File: src/rtl/load_extend_unit.sv
// load_extend_unit: memory-stage load formatter.
// Selects the addressed byte/half/word/dword lane of a raw memory word,
// sign- or zero-extends it to DATA_W, flags misaligned or illegal-size
// accesses, and queues results in a 2-entry valid/ready buffer so that a
// stalled consumer never loses a load. Output registers are the buffer head.
module load_extend_unit #(
  parameter int DATA_W = 32,
  parameter int TAG_W  = 5,
  parameter int CNT_W  = 16,
  localparam int OFF_W = $clog2(DATA_W / 8)
) (
  input  logic              clk,
  input  logic              rst,
  input  logic              in_valid,
  output logic              in_ready,
  input  logic [DATA_W-1:0] in_word,
  input  logic [OFF_W-1:0]  in_offset,
  input  logic [1:0]        in_size,
  input  logic              in_signed,
  input  logic [TAG_W-1:0]  in_tag,
  output logic              out_valid,
  input  logic              out_ready,
  output logic [DATA_W-1:0] out_data,
  output logic [TAG_W-1:0]  out_tag,
  output logic              out_err,
  output logic [CNT_W-1:0]  err_count
);

  // Buffer occupancy doubles as the control state.
  typedef enum logic [1:0] {
    EMPTY = 2'd0,
    ONE   = 2'd1,
    TWO   = 2'd2
  } buf_state_t;

  buf_state_t state_reg;
  buf_state_t state_next;

  // Head entry drives the outputs; tail holds the second queued entry.
  logic [DATA_W-1:0] head_data_reg;
  logic [TAG_W-1:0]  head_tag_reg;
  logic              head_err_reg;
  logic [DATA_W-1:0] tail_data_reg;
  logic [TAG_W-1:0]  tail_tag_reg;
  logic              tail_err_reg;
  logic [CNT_W-1:0]  err_count_reg;

  logic load_head_new;
  logic load_head_tail;
  logic load_tail;
  logic push;
  logic pop;

  // Extraction datapath
  logic [DATA_W-1:0]       lane;
  logic [3:0][DATA_W-1:0]  ext;
  logic [3:0]              size_legal;
  logic [3:0]              low_mask;
  logic [3:0]              off_ext;
  logic                    misaligned;
  logic                    illegal;
  logic                    load_err;
  logic [DATA_W-1:0]       load_data;

  // Shift the addressed byte down to bit 0.
  assign lane = in_word >> {in_offset, 3'b000};

  // One candidate result per access size. Sizes wider than the datapath are
  // never selected (they are flagged illegal), and the full-width size has
  // nothing to extend, so in_signed is irrelevant there.
  genvar gi;
  generate
    for (gi = 0; gi < 4; gi++) begin : g_size
      localparam int LW = 8 << gi;
      if (LW < DATA_W) begin : g_part
        assign ext[gi]        = {{(DATA_W - LW){in_signed & lane[LW-1]}}, lane[LW-1:0]};
        assign size_legal[gi] = 1'b1;
      end else if (LW == DATA_W) begin : g_full
        assign ext[gi]        = lane;
        assign size_legal[gi] = 1'b1;
      end else begin : g_wide
        assign ext[gi]        = '0;
        assign size_legal[gi] = 1'b0;
      end
    end
  endgenerate

  // Offset bits that must be zero for a naturally aligned access of each size.
  always_comb begin
    low_mask = 4'b0000;
    case (in_size)
      2'd0:    low_mask = 4'b0000;
      2'd1:    low_mask = 4'b0001;
      2'd2:    low_mask = 4'b0011;
      default: low_mask = 4'b0111;
    endcase
  end

  assign off_ext    = 4'(in_offset);
  assign misaligned = |(off_ext & low_mask);
  assign illegal    = ~size_legal[in_size];
  assign load_err   = misaligned | illegal;
  assign load_data  = load_err ? '0 : ext[in_size];

  // Handshake: in_ready looks only at registered occupancy.
  assign in_ready  = (state_reg != TWO);
  assign out_valid = (state_reg != EMPTY);
  assign push      = in_valid & in_ready;
  assign pop       = out_valid & out_ready;

  // Occupancy register.
  always_ff @(posedge clk or posedge rst) begin
    if (rst) begin
      state_reg <= EMPTY;
    end else begin
      state_reg <= state_next;
    end
  end

  // Next occupancy and which buffer registers load this cycle.
  always_comb begin
    state_next     = state_reg;
    load_head_new  = 1'b0;
    load_head_tail = 1'b0;
    load_tail      = 1'b0;
    case (state_reg)
      EMPTY: begin
        if (push) begin
          state_next    = ONE;
          load_head_new = 1'b1;
        end
      end
      ONE: begin
        if (push && pop) begin
          load_head_new = 1'b1;
        end else if (push) begin
          state_next = TWO;
          load_tail  = 1'b1;
        end else if (pop) begin
          state_next = EMPTY;
        end
      end
      TWO: begin
        if (pop) begin
          state_next     = ONE;
          load_head_tail = 1'b1;
        end
      end
      default: begin
        state_next = EMPTY;
      end
    endcase
  end

  // Head entry: new result or promoted tail; otherwise holds (including when empty).
  always_ff @(posedge clk or posedge rst) begin
    if (rst) begin
      head_data_reg <= '0;
      head_tag_reg  <= '0;
      head_err_reg  <= 1'b0;
    end else if (load_head_new) begin
      head_data_reg <= load_data;
      head_tag_reg  <= in_tag;
      head_err_reg  <= load_err;
    end else if (load_head_tail) begin
      head_data_reg <= tail_data_reg;
      head_tag_reg  <= tail_tag_reg;
      head_err_reg  <= tail_err_reg;
    end
  end

  // Tail entry: captures a result pushed while the head is still waiting.
  always_ff @(posedge clk or posedge rst) begin
    if (rst) begin
      tail_data_reg <= '0;
      tail_tag_reg  <= '0;
      tail_err_reg  <= 1'b0;
    end else if (load_tail) begin
      tail_data_reg <= load_data;
      tail_tag_reg  <= in_tag;
      tail_err_reg  <= load_err;
    end
  end

  // Saturating count of accepted loads that carried an error.
  always_ff @(posedge clk or posedge rst) begin
    if (rst) begin
      err_count_reg <= '0;
    end else if (push && load_err && (err_count_reg != {CNT_W{1'b1}})) begin
      err_count_reg <= err_count_reg + CNT_W'(1);
    end
  end

  assign out_data  = head_data_reg;
  assign out_tag   = head_tag_reg;
  assign out_err   = head_err_reg;
  assign err_count = err_count_reg;

endmodule

File: config.mk
export PLATFORM = sky130hd
export DESIGN_NAME = load_extend_unit
export DESIGN_NICKNAME = d
export VERILOG_FILES = /design/src/rtl/load_extend_unit.sv
export SDC_FILE = /design/constraint.sdc
export NUM_CORES = 1
export LEC_CHECK = 0
export CORE_ASPECT_RATIO = 0.8
export CORE_UTILIZATION = 35
export DETAILED_ROUTE_END_ITERATION = 8
export PLACE_DENSITY = 0.6
export REMOVE_ABC_BUFFERS = 1
export SLEW_MARGIN = 10
export SYNTH_ARGS = -nofsm -noshare
export SYNTH_HDL_FRONTEND = slang
export SYNTH_SLANG_ARGS = --single-unit
File: constraint.sdc
create_clock -name clk -period 8 [get_ports clk]
set_clock_uncertainty 0.2 [all_clocks]
set_input_delay 2 -clock clk [delete_from_list [all_inputs] [get_ports clk]]
set_output_delay 2 -clock clk [all_outputs]
set_load 0.05 [all_outputs]
==> results of run 1 <==
per-layer routing:
| metal | track usage, % | vias up |
|---|---|---|
| met3 | 3.95 | 4 |
| li1 | - | 1971 |
| met4 | 3.81 | 0 |
| met1 | 27.7 | 1979 |
| met2 | 30.5 | 95 |
| met5 | 0 | - |
metrics by stage:
stage | cell area [um^2] | hold slack [ps] | utilization, % | cells | setup WS [ps]
final | 6280 | 275 | 46.3 | 763 | 3120
after global routing | 6280 | 307 | 46.3 | 763 | 2890
after CTS | 6280 | 278 | 46.3 | 763 | 3180
after detailed placement | 5960 | 263 | 44.0 | 747 | 2810
after global placement | 5960 | 254 | 44.0 | 747 | 2890
after floorplan | 4650 | 240 | - | 459 | 3350
power groups by stage:
stage / Combinational [W] / Clock [W] / Sequential [W]
5_1_grt: 0.000731 / 0.000479 / 0.000699
4_1_cts: 0.000687 / 0.000461 / 0.000683
2_1_floorplan: 0.000200 / 0 / 0.000911
3_3_place_gp: 0.000679 / 0 / 0.000687
3_5_place_dp: 0.000685 / 0 / 0.000691
6_report: 0.000683 / 0.000448 / 0.000683
cells by family (layout without fill, tap and decap cells):
logic type,Yosys count,count (layout)
AND/OR/NAND/NOR,179,179
AO/OA/AOI/OAI,143,143
adder cells (fa/ha/maj),1,1
buffers and inverters,44,131
multiplexers,21,21
XOR/XNOR,14,14
flip-flops,94,94
synth_stat cells (9+ instances only):
library cell	number
nand2_1	81
xor2_1	14
o31ai_1	16
nand4_1	9
a22oi_1	12
mux2i_1	10
nand3_1	21
clkbuf_1	13
a21oi_1	51
buf_2	15
o21ai_0	25
dfrtp_1	94
nor2_1	23
cell type report:
| class | count | area [um^2] |
|---|---|---|
| Clock buffer | 11 | 233 |
| Clock inverter | 5 | 83.8 |
| Fill cell | 1273 | 7270 |
| Inverter | 7 | 28.8 |
| Multi-Input combinational cell | 358 | 2290 |
| Sequential cell | 94 | 2350 |
| Tap cell | 180 | 225 |
| Timing Repair Buffer | 108 | 1060 |
tightest hold or removal path, delay by kind of cell, from the launching register on:
| kind | cells | cell delay [ps] |
|---|---|---|
| AOI/OAI and AO/OA | 1 | 50 |
| DFF | 1 | 340 |
| and+or+nand+nor | 1 | 50 |
how the worst max path moves through the flow:
stage                            start                            end  slack (ps)  depth (start not counted)
after floorplan                    rst       err_count[0]$_DFFE_PP0P_        3350                          1
after global placement    in_offset[0]  tail_data_reg[31]$_DFFE_PP0P_        2890                          5
after detailed placement  in_offset[0]       out_data[19]$_DFFE_PP0P_        2810                          5
after CTS                 in_offset[0]  tail_data_reg[19]$_DFFE_PP0P_        3180                          5
after global routing      in_offset[0]  tail_data_reg[19]$_DFFE_PP0P_        2890                          5
final                     in_offset[0]  tail_data_reg[19]$_DFFE_PP0P_        3120                          5
==> out/metrics.cfg, run 1 <==
[status]
status=complete, no violations

[worst_setup_path]
critPathBufInv=1
worstPathMaxFanout=20
cp_data_arrival_time_ps=4860
critPathLaunchType=input port
r2r-start=state_reg[1]$_DFFE_PP0P_
required_ps=7980
reg2reg_slack_ps=5210
path_cells=clkdlybuf4s50_1 -> mux2_2 -> o31a_1 -> o221ai_2 -> o21ai_1
r2r_cells=5
rr_endpoint=tail_data_reg[3]$_DFFE_PP0P_
end_kind=flip-flop
slowest_stage=clkdlybuf4s50_1
crit_family=compound AO/OA/AOI/OAI gates
crit_type=input port to flip-flop
max_stage_delay_ps=1200

[clock_network]
cts_setup_buffers=0
cts_resized=0
cts_hold_buf=0
cts_tree=yes
numClockSinks=94
clock_path_buffers=2
cts_max_level=3
clk_pin_slew_ps=70
root_buffer=clkbuf_16
insertion_delay_ps=330
numCtsBuffers=9

[yosys]
synthArstFlopShare_pct=100
synth-compound-area-share_pct=18.5
synth_top_family_by_area=simple AND/OR/NAND/NOR gates
synth-xor-area-share_pct=2.52
synth_top_cell_area_share_pct=48.4
muxShareOfSynthArea_pct=6.36
synth_largest_area_cell=dfrtp_1
synth-simple-area-share_pct=19.0
seq_area_frac_synth_pct=48.4
yosys.cell_types.count=48
yosys_register_bits=94
synth_cells=496
synthAdderAreaFrac_pct=0.258
synth_edf_count=0
synthTopCellsByArea=dfrtp_1, nand2_1, a21oi_1
synthFlopType=dfrtp_1
post_synth.cell_area_avg_um2=9.79
ys.warnings.count=0
syn_area_mm2=0.00486

[grt]
grt_pass1_vias=3847
grt_remaining_overflow=0
antenna_found_initial=0
grt_pass1_wl_mm=21.3
grt_usage_pct=19.4
grt_max_degree=86

[timing]
slew_headroom_pct=26.7
finalSetupViolCount=0
final_max_slew_viol_count=0
worst_pin_slew_ps=1100
fmax_mhz=205
final.setup.tns_ps=0
timing.final.crit_share_pct=61.0
finalHoldViolations=0
rsz0062_at_grt=false
fin_crit_ps=4880

[power]
pwr-share-clk_pct=24.7
p_int_w=0.00110
p_sw_w=0.000710
comb_power_share_pct=37.6
peakVddDrop_v=0.000137
power_w=0.00181
netSwitchingFraction_pct=39.2
p_leak_nw=2.56
power.share.sequential_pct=37.7
power.density_mw_per_mm2=289

[placement]
portBuffers=101
place.gp.congestion=0.846
dp_hpwl_mm=9.52

[floorplanning]
fp.dieArea_mm2=0.0144
num_rows=38
pin_count=102
dieWidth_um=134
die_h_um=107
core_mm2=0.0136
initial_core_util_pct=35.8

[hold_path]
whs_path_depth=2
hold_start=tail_data_reg[28]$_DFFE_PP0P_
hold_class=flip-flop to flip-flop
holdPathEnd=tail_data_reg[28]$_DFFE_PP0P_

[route]
drc=0
wl_per_cell_um=17.5
drtIter0Drc=332
wl_met3_um=518
ant_nets=0
routed.top_layer=met4
dr.pass1.iters=5
viasPerCell=5.31
wl_met1_mm=6.42
vias=4049
wirelength_mm=13.3
met2_length_mm=6.29

[layout]
drive_above_1_share_pct=8.23
n_antenna_cell=0
nNetsFinal=625
synthToLayoutAreaGrowth_pct=29.3
final_cell_mix=clkdlybuf4s50_1, dfrtp_1, nand2_1
layout_commonest_cell=clkdlybuf4s50_1

[job]
max-cap-violations=0

No activity file was read; power rests on OpenSTA's default activity.
==> run 2, diff against run 1 <==
==> constraint.sdc (replaced) <==
create_clock -name clk -period 5.1 [get_ports clk]
set_clock_uncertainty 0.2 [all_clocks]
set_input_delay 1.275 -clock clk [delete_from_list [all_inputs] [get_ports clk]]
set_output_delay 1.275 -clock clk [all_outputs]
set_load 0.05 [all_outputs]
==> out/metrics.cfg, run 2 (synthesized netlist as in run 1, its figures left out) <==
[timing]
rsz0062_at_grt=false
worst_pin_slew_ps=1100
timing.final.crit_share_pct=74.9
fmax_mhz=262
finalHoldViolations=0
final_max_slew_viol_count=0
slew_headroom_pct=26.3
setup_slack_ps=1280
final.setup.tns_ps=0
fin_crit_ps=3820
finalSetupViolCount=0

[worst_setup_path]
critPathLaunchType=input port
cp_data_arrival_time_ps=3810
reg2reg_slack_ps=2570
end_kind=flip-flop
rr_endpoint=tail_data_reg[29]$_DFFE_PP0P_
r2r-start=state_reg[1]$_DFFE_PP0P_
crit_type=input port to flip-flop
r2r_cells=4
required_ps=5090
worstPathMaxFanout=16

[route]
ant_nets=0
wl_per_cell_um=17.3
vias=4177
wirelength_mm=13.3
drc=0
drtIter0Drc=321
viasPerCell=5.45
dr.pass1.iters=6

[clock_network]
clock_path_buffers=2
cts_max_level=3
root_buffer=clkbuf_16
cts_resized=0
cts_tree=yes
cts_setup_buffers=0
numClockSinks=94
insertion_delay_ps=350
cts_hold_buf=0
numCtsBuffers=9
clk_pin_slew_ps=70

[hold_path]
hold_class=flip-flop to flip-flop
holdPathEnd=tail_data_reg[27]$_DFFE_PP0P_
hold_start=tail_data_reg[27]$_DFFE_PP0P_
whs_path_depth=2

[floorplanning]
die_h_um=107
pin_count=102
num_rows=38
core_mm2=0.0136
fp.dieArea_mm2=0.0144
dieWidth_um=134
initial_core_util_pct=35.8

[grt]
grt_remaining_overflow=0
grt_pass1_wl_mm=21.6
grt_pass1_vias=4097
grt_usage_pct=19.6
grt_max_degree=45
antenna_found_initial=0

[layout]
drive_above_1_share_pct=9.03
fill_cells=1317
n_antenna_cell=0
final_cell_mix=clkdlybuf4s50_1, dfrtp_1, nand2_1
nNetsFinal=629
stdcell_count=767
synthToLayoutAreaGrowth_pct=29.5
layout_commonest_cell=clkdlybuf4s50_1

[power]
power_w=0.00284
p_leak_nw=2.57
peakVddDrop_v=0.000195
power.density_mw_per_mm2=451

[job]
max-cap-violations=0

[status]
status=complete, no violations

[placement]
placed_cells=751
dp_hpwl_mm=9.50
portBuffers=101
pre_cts_slack_ps=932
place.gp.congestion=0.826

run 2: metrics by stage:
step / util, % / instance area [um^2] / hold slack, ps
final: 46.4 / 6290 / 273
after global routing: 46.4 / 6290 / 295
after CTS: 46.4 / 6290 / 277
after detailed placement: 44.1 / 5980 / 259
after global placement: 44.1 / 5980 / 253
after floorplan: - / 4650 / 240
run 2: how the worst max path moves through the flow:
| stage | start | depth (start not counted) | endpoint |
|---|---|---|---|
| after floorplan | rst | 1 | err_count[0]$_DFFE_PP0P_ |
| final | in_offset[0] | 5 | tail_data_reg[18]$_DFFE_PP0P_ |
| after CTS | in_offset[0] | 5 | tail_data_reg[19]$_DFFE_PP0P_ |
| after detailed placement | in_offset[0] | 5 | tail_data_reg[19]$_DFFE_PP0P_ |
| after global routing | in_offset[0] | 5 | tail_data_reg[18]$_DFFE_PP0P_ |
| after global placement | in_offset[0] | 5 | out_data[19]$_DFFE_PP0P_ |
run 2: layout make-up:
cell class	instances	area (um^2)	share of cell area, %
well taps	180	225	3.58
repair buffers	112	1090	17.4
inverters	7	28.8	0.457
clock buffers	12	256	4.08
flip-flops and latches	94	2350	37.4
clock inverters	4	53.8	0.855
multi-input cells	358	2280	36.3
run 2: per-layer routing:
| layer | vias to the layer above | GRT usage, % | wire length [um] |
|---|---|---|---|
| li1 | 1981 | - | - |
| met2 | 155 | 30.5 | 6190 |
| met4 | 0 | 4.95 | 171 |
| met1 | 2028 | 26.5 | 6110 |
| met5 | - | 0 | 0 |
| met3 | 13 | 5.93 | 815 |
run 2: power breakdown:
part / total (W) / internal, W / switching, W
registers: 0.00107 / 0.000932 / 0.000134
logic: 0.00107 / 0.000371 / 0.000703
clock network: 0.000699 / 0.000409 / 0.000291
total: 0.00284 / 0.00171 / 0.00113
run 2: worst max-delay path, stage by stage:
cell and delay (ps):
clkdlybuf4s50_1 890, mux2_2 440, o31a_1 290, o221ai_2 740, o21ai_1 170
